**config.mk**
```make
export PLATFORM = sky130hd
export DESIGN_NAME = led_sequencer
export DESIGN_NICKNAME = d
export VERILOG_FILES = /design/src/rtl/led_sequencer.sv
export SDC_FILE = /design/constraint.sdc
export NUM_CORES = 1
export LEC_CHECK = 0
export CAP_MARGIN = 40
export CORE_UTILIZATION = 56
export CTS_CLUSTER_SIZE = 12
export DETAILED_ROUTE_END_ITERATION = 16
export PLACE_DENSITY = 0.76
export SLEW_MARGIN = 5
export SYNTH_ARGS = -nofsm -noshare
export SYNTH_HDL_FRONTEND = slang
export SYNTH_SLANG_ARGS = --single-unit
```
**constraint.sdc**
```tcl
create_clock -name i_Clk -period 2.3 [get_ports i_Clk]
set_clock_uncertainty 0.2 [all_clocks]
set_input_delay 0.46 -clock i_Clk [delete_from_list [all_inputs] [get_ports i_Clk]]
set_output_delay 0.46 -clock i_Clk [all_outputs]
set_load 0.05 [all_outputs]
```
**src/rtl/led_sequencer.sv**
```systemverilog
// LED pattern sequencer: four raw push-buttons are synchronised, debounced and turned
// into release events that drive an IDLE/RUN/PAUSE controller stepping a 4-bit pattern.
module led_sequencer #(
  parameter int CLKS_PER_TICK  = 12500000,
  parameter int DEBOUNCE_LIMIT = 250000
) (
  input  logic i_Clk,
  input  logic i_Rst_L,
  input  logic i_Switch_1,
  input  logic i_Switch_2,
  input  logic i_Switch_3,
  input  logic i_Switch_4,
  output logic o_LED_1,
  output logic o_LED_2,
  output logic o_LED_3,
  output logic o_LED_4
);

  localparam int TW = $clog2(CLKS_PER_TICK);
  localparam int DW = $clog2(DEBOUNCE_LIMIT);
  localparam logic [TW-1:0] PER_NORM_M1 = TW'(CLKS_PER_TICK - 1);
  localparam logic [TW-1:0] PER_FAST_M1 = TW'((CLKS_PER_TICK / 4) - 1);
  localparam logic [DW-1:0] DB_MAX      = DW'(DEBOUNCE_LIMIT - 1);

  typedef enum logic [1:0] {
    ST_IDLE  = 2'd0,
    ST_RUN   = 2'd1,
    ST_PAUSE = 2'd2
  } state_e;

  typedef enum logic [2:0] {
    EV_NONE  = 3'd0,
    EV_NEXT  = 3'd1,
    EV_PAUSE = 3'd2,
    EV_SPEED = 3'd3,
    EV_STOP  = 3'd4
  } event_e;

  function automatic logic [3:0] seed_of(input logic [1:0] mode);
    logic [3:0] seed;
    case (mode)
      2'd0:    seed = 4'b1111;
      2'd1:    seed = 4'b0001;
      2'd2:    seed = 4'b0000;
      2'd3:    seed = 4'b0001;
      default: seed = 4'b0000;
    endcase
    return seed;
  endfunction

  function automatic logic [3:0] step_of(input logic [1:0] mode, input logic [3:0] pat,
                                         input logic dir_up);
    logic [3:0] nxt;
    case (mode)
      2'd0:    nxt = ~pat;
      2'd1:    nxt = {pat[2:0], pat[3]};
      2'd2:    nxt = pat + 4'd1;
      2'd3:    nxt = dir_up ? {pat[2:0], 1'b0} : {1'b0, pat[3:1]};
      default: nxt = pat;
    endcase
    return nxt;
  endfunction

  // Bounce direction flips once the lit bit reaches either end of the bar.
  function automatic logic dir_after(input logic [3:0] pat_next, input logic dir_up);
    logic dir;
    if (pat_next == 4'b1000) begin
      dir = 1'b0;
    end else if (pat_next == 4'b0001) begin
      dir = 1'b1;
    end else begin
      dir = dir_up;
    end
    return dir;
  endfunction

  logic [3:0]    raw_s;
  logic [3:0]    sync1_r;
  logic [3:0]    sync2_r;
  logic [3:0]    stable_r;
  logic [3:0]    stable_d_r;
  logic [3:0]    release_r;
  logic [DW-1:0] db_cnt_r [4];

  state_e        state_r;
  logic [1:0]    mode_r;
  logic          fast_r;
  logic          dir_up_r;
  logic [TW-1:0] tick_cnt_r;
  logic [3:0]    pattern_r;

  event_e        ev_s;
  logic [TW-1:0] period_m1_s;
  logic          tick_s;
  logic [3:0]    pattern_step_s;

  assign raw_s = {i_Switch_4, i_Switch_3, i_Switch_2, i_Switch_1};

  // Two-flop synchroniser for the asynchronous buttons.
  always_ff @(posedge i_Clk or negedge i_Rst_L) begin
    if (!i_Rst_L) begin
      sync1_r <= 4'b0000;
      sync2_r <= 4'b0000;
    end else begin
      sync1_r <= raw_s;
      sync2_r <= sync1_r;
    end
  end

  // Debouncer: the synced level must differ from the stable level for DEBOUNCE_LIMIT clocks.
  always_ff @(posedge i_Clk or negedge i_Rst_L) begin
    if (!i_Rst_L) begin
      stable_r <= 4'b0000;
      for (int i = 0; i < 4; i++) begin
        db_cnt_r[i] <= '0;
      end
    end else begin
      for (int i = 0; i < 4; i++) begin
        if (sync2_r[i] == stable_r[i]) begin
          db_cnt_r[i] <= '0;
        end else if (db_cnt_r[i] == DB_MAX) begin
          stable_r[i] <= sync2_r[i];
          db_cnt_r[i] <= '0;
        end else begin
          db_cnt_r[i] <= db_cnt_r[i] + DW'(1);
        end
      end
    end
  end

  // Registered one-cycle release pulse on each stable 1->0 edge.
  always_ff @(posedge i_Clk or negedge i_Rst_L) begin
    if (!i_Rst_L) begin
      stable_d_r <= 4'b0000;
      release_r  <= 4'b0000;
    end else begin
      stable_d_r <= stable_r;
      release_r  <= stable_d_r & ~stable_r;
    end
  end

  // Fixed priority: stop beats pause beats next beats speed; losers are dropped.
  always_comb begin
    ev_s = EV_NONE;
    if (release_r[3]) begin
      ev_s = EV_STOP;
    end else if (release_r[1]) begin
      ev_s = EV_PAUSE;
    end else if (release_r[0]) begin
      ev_s = EV_NEXT;
    end else if (release_r[2]) begin
      ev_s = EV_SPEED;
    end else begin
      ev_s = EV_NONE;
    end
  end

  assign period_m1_s    = fast_r ? PER_FAST_M1 : PER_NORM_M1;
  assign tick_s         = (tick_cnt_r == period_m1_s);
  assign pattern_step_s = step_of(mode_r, pattern_r, dir_up_r);

  // Control FSM; an event acting on an edge takes precedence over a tick on that edge.
  always_ff @(posedge i_Clk or negedge i_Rst_L) begin
    if (!i_Rst_L) begin
      state_r    <= ST_IDLE;
      mode_r     <= 2'd0;
      fast_r     <= 1'b0;
      dir_up_r   <= 1'b1;
      tick_cnt_r <= '0;
      pattern_r  <= 4'b0000;
    end else begin
      case (state_r)
        ST_IDLE: begin
          case (ev_s)
            EV_NEXT: begin
              state_r    <= ST_RUN;
              pattern_r  <= seed_of(mode_r);
              dir_up_r   <= 1'b1;
              tick_cnt_r <= '0;
            end
            EV_SPEED: fast_r <= ~fast_r;
            default: ;
          endcase
        end
        ST_RUN: begin
          case (ev_s)
            EV_STOP: begin
              state_r    <= ST_IDLE;
              pattern_r  <= 4'b0000;
              tick_cnt_r <= '0;
            end
            EV_PAUSE: state_r <= ST_PAUSE;
            EV_NEXT: begin
              mode_r     <= mode_r + 2'd1;
              pattern_r  <= seed_of(mode_r + 2'd1);
              dir_up_r   <= 1'b1;
              tick_cnt_r <= '0;
            end
            EV_SPEED: begin
              fast_r     <= ~fast_r;
              tick_cnt_r <= '0;
            end
            default: begin
              if (tick_s) begin
                pattern_r  <= pattern_step_s;
                dir_up_r   <= dir_after(pattern_step_s, dir_up_r);
                tick_cnt_r <= '0;
              end else begin
                tick_cnt_r <= tick_cnt_r + TW'(1);
              end
            end
          endcase
        end
        ST_PAUSE: begin
          case (ev_s)
            EV_STOP: begin
              state_r    <= ST_IDLE;
              pattern_r  <= 4'b0000;
              tick_cnt_r <= '0;
            end
            EV_PAUSE: state_r <= ST_RUN;
            EV_NEXT: begin
              mode_r     <= mode_r + 2'd1;
              pattern_r  <= seed_of(mode_r + 2'd1);
              dir_up_r   <= 1'b1;
              tick_cnt_r <= '0;
            end
            EV_SPEED: begin
              fast_r     <= ~fast_r;
              tick_cnt_r <= '0;
            end
            default: ;
          endcase
        end
        default: begin
          state_r    <= ST_IDLE;
          pattern_r  <= 4'b0000;
          tick_cnt_r <= '0;
        end
      endcase
    end
  end

  assign o_LED_1 = pattern_r[0];
  assign o_LED_2 = pattern_r[1];
  assign o_LED_3 = pattern_r[2];
  assign o_LED_4 = pattern_r[3];

endmodule

```
==> impl_results.md <==
- DRT Wirelength: 12.8 mm
- Root Driver: clkbuf_8
- Yosys warnings: 0
- GRT Total Usage: 24.2%
- CTS sink cnt: between 100 and 150
- DR iter-0 viols: roughly 250
- Area delta synth->final: 23.1%
- Register Area: around 3200 sq um
- Leak pwr: between 3 and 4 nW
- CP Cell Sequence: ha_1 -> nand4b_1 -> nor4_4 -> o221ai_2 -> a221oi_4 -> mux2_2
- First-pass GRT wire length: 21.7 mm
- Antenna viol nets, final: 0
- R2R Setup Slk: -0.10 ns
- CTS H-Tree Depth: 4
- Unrepaired setup endpoints after global routing: yes
- Power per cell area: 637 nW/um^2
- TritonCTS buffer count: 17
- DPL Wire Length: 8.16 mm
- Vias in the first global route: ~4700
- Die area: 11500 sq um
- WL/cell: roughly 15 um
- CP required: 2.51 ns
- Mapped Cells: between 600 and 700
- Cell taking the most area after synthesis: dfrtp_1
- Synth Area in Compound Gates: between 5 and 6%
- Synth top area share: between 50% and 60%
- Fin area: 7630 sq um
- Crit path DAT: approximately 2.6 ns
- Xor/xnor share of the synthesized area: a little under an eighth
- Pre-CTS WS: -0.148 ns
- Worst vdd ir: slightly above 700 uV
- Initial DRT Pass Iterations: 5
- # nets final: 720
- Final Slew Violations: 0
- Initial antenna violation count: 0
- Cell family with most CP delay: compound AO/OA/AOI/OAI gates
- Mux contribution to synthesized area: under 10%
- CP Launch Type: flip-flop
- Main area contributors after synthesis: dfrtp_1 (50%), nor2_1 (7.0%), xor2_1 (6.8%)
- Placement-stage cell area: between 6000 and 7000 sq um
- Outcome: finished, violations left
- DIE WIDTH: 107 um
- Via Count: 4767
- Final worst-path setup slack: -0.103 ns
- Final hold vios: 0
- Unique cell type count in the Yosys netlist: 53
- Most common cell after layout, fill and taps aside: dfrtp_1
- Adder-Cell Fraction of Synth Area: under 10%
- Worst-skew pair later-pin latency: 0.53 ns
- Crit. End Element: flip-flop
- DR vias/cell: around 5.6
- Final hold slack: ~0.15 ns
- ANT cells: 0
- Critical R2R Capture: pattern_r[0]
- FF-to-FF Start: tick_cnt_r[1]
- Worst Hold Depth: 0
- Max Cap Viol: 0
- Worst path bufs/invs: 0
- Most frequent cells in the layout: dfrtp_1 (120), nor2_1 (115), xor2_1 (48)
- Critical Path Max Stage Delay: around 0.40 ns
- Asr flop ratio synth: between 90% and 100%
- Multi-input gate area: approximately 3200 sq um
- Syn Nets: ~650
- Slew @ Worst Pin: 0.531 ns
- Crit path kind: reg -> reg
- CTS tree: done
- CTS clk-pin slew, worst paths: 0.06 ns
- Synth Area in Simple Gates: about 24%
- Largest family of logic cells by synthesized area: simple AND/OR/NAND/NOR gates
- Placer Congestion: roughly 0.85
- Fillcell total: 727
- Seq cells post-synth: 126
- Hold Path Class: reg -> reg
- Port buffer count: 9
- Slowest-stage cell, CP: a221oi_4
- Remaining global-route overflow: 0
- Residual DRC count: 0
- Fmax achieved: between 400 and 500 MHz
- Fraction of layout cells with a size suffix above 1: between 20 and 25%
- Critical Path Fanout Max: 4
- Hold EP: sync2_r[0]
- Clock period minus worst slack: between 2 and 2.5 ns
- Average size of a mapped cell: 9.87 sq um
- # rows: 38
- Failing checks: negative setup slack
- Slew margin rel.: between 60 and 70%
- Period utilization: 104%
- Setup TNS: -0.449 ns
- Mapped Area: about 6200 sq um
- Worst Reg-to-Reg Cells: 6
- EDFF count, synth: 0
- Initial Util: a little under three fifths
- Min-delay src: sync1_r[0]
- Seq/Total Area, Yosys: between 50% and 60%
- Core box area: 10800 sq um
- Setup violations, final: 9
- Post-synth top flop: dfrtp_1
- Die Ht: approximately 110 um
- CTS Buffer Depth: 2
- Io pins: 10
- Pin count of the biggest net entering global routing: 39
-- synth_stat cells, types with 2 or more instances --
cell,count
dfrtp_1,125
nor2_1,116
xor2_1,48
nand3_1,47
nand2_1,45
xnor2_1,35
nand4_1,20
nor4_1,19
ha_1,17
inv_1,16
a21oi_1,15
nor3_1,15
o21ai_0,14
mux2_2,11
nand2b_1,8
nor2b_1,8
clkbuf_1,7
or3_1,5
and3_1,4
nand4b_1,4
a21o_1,3
buf_2,3
o31ai_1,3
a22oi_1,2
a32oi_1,2
and2_1,2
buf_6,2
nand3b_1,2
nor4b_1,2
nor4bb_1,2
o22ai_1,2
or2_2,2
or4_1,2
-- registers in the layout, indices dropped and copies added, names as in the netlist, 4 cells and up --
| signal | cells |
|---|---|
| db_cnt_r | 72 |
| stable_r | 4 |
| stable_d_r | 4 |
| tick_cnt_r | 24 |
| pattern_r | 4 |
| sync1_r | 4 |
| release_r | 4 |
| sync2_r | 4 |
-- worst max path at each step --
stage,startpoint,endpoint,slack (ns),cells after the start
after floorplan,tick_cnt_r[7],pattern_r[0],0.006,5
after global placement,tick_cnt_r[7],pattern_r[0],-0.06,5
after detailed placement,tick_cnt_r[7],pattern_r[0],-0.15,5
after CTS,tick_cnt_r[7],pattern_r[0],-0.11,5
after global routing,state_r[1],tick_cnt_r[15],-0.17,9
final,tick_cnt_r[1],pattern_r[0],-0.10,6
-- power by group --
group	total (mW)	internal [mW]	switching (mW)	leakage, nW
clock network	2.48	1.49	0.994	0.274
registers	2.26	2.24	0.0204	1.72
logic	0.117	0.0397	0.0777	1.32
total	4.86	3.77	1.09	3.31
-- layout make-up --
cell class	instances	share of cell area [%]
clock buffer	19	5.79
clock inverter	13	1.49
inverter	16	0.787
multi-input combinational	475	41.4
sequential	126	41.4
tap	140	2.30
timing repair buffer	61	6.79
-- kinds of logic (layout without fill, tap and decap cells) --
kind of cell	count (synthesis)	after routing
compound gates	53	53
flops	126	126
xor+xnor	83	83
mux	11	11
buf+inv	28	109
simple gates	310	311
fa+ha+maj	17	17
-- through the flow --
step / std cells / power, mW / utilization, %
floorplan: 628 / 2.34 / -
global placement: 803 / 2.41 / 62.5
detailed placement: 803 / 2.42 / 62.5
CTS: 841 / 4.91 / 68.5
global route: 850 / 5.02 / 70.7
finish: 850 / 4.86 / 70.7
-- per-layer routing --
metal	wire length, um	track usage, %
met4	171	7.73
met1	5750	32.5
met5	0	0
met3	603	7.36
met2	6220	37.6
-- what timing repair did --
action	in CTS	in global routing
pin swaps	5	20
setup endpoints to repair	28	59
hold buffers	1	0
hold endpoints to repair	34	0
buffers inserted	4	9
gates resized for setup	17	38
gates cloned	1	0
(Power assumes the default switching activity.)
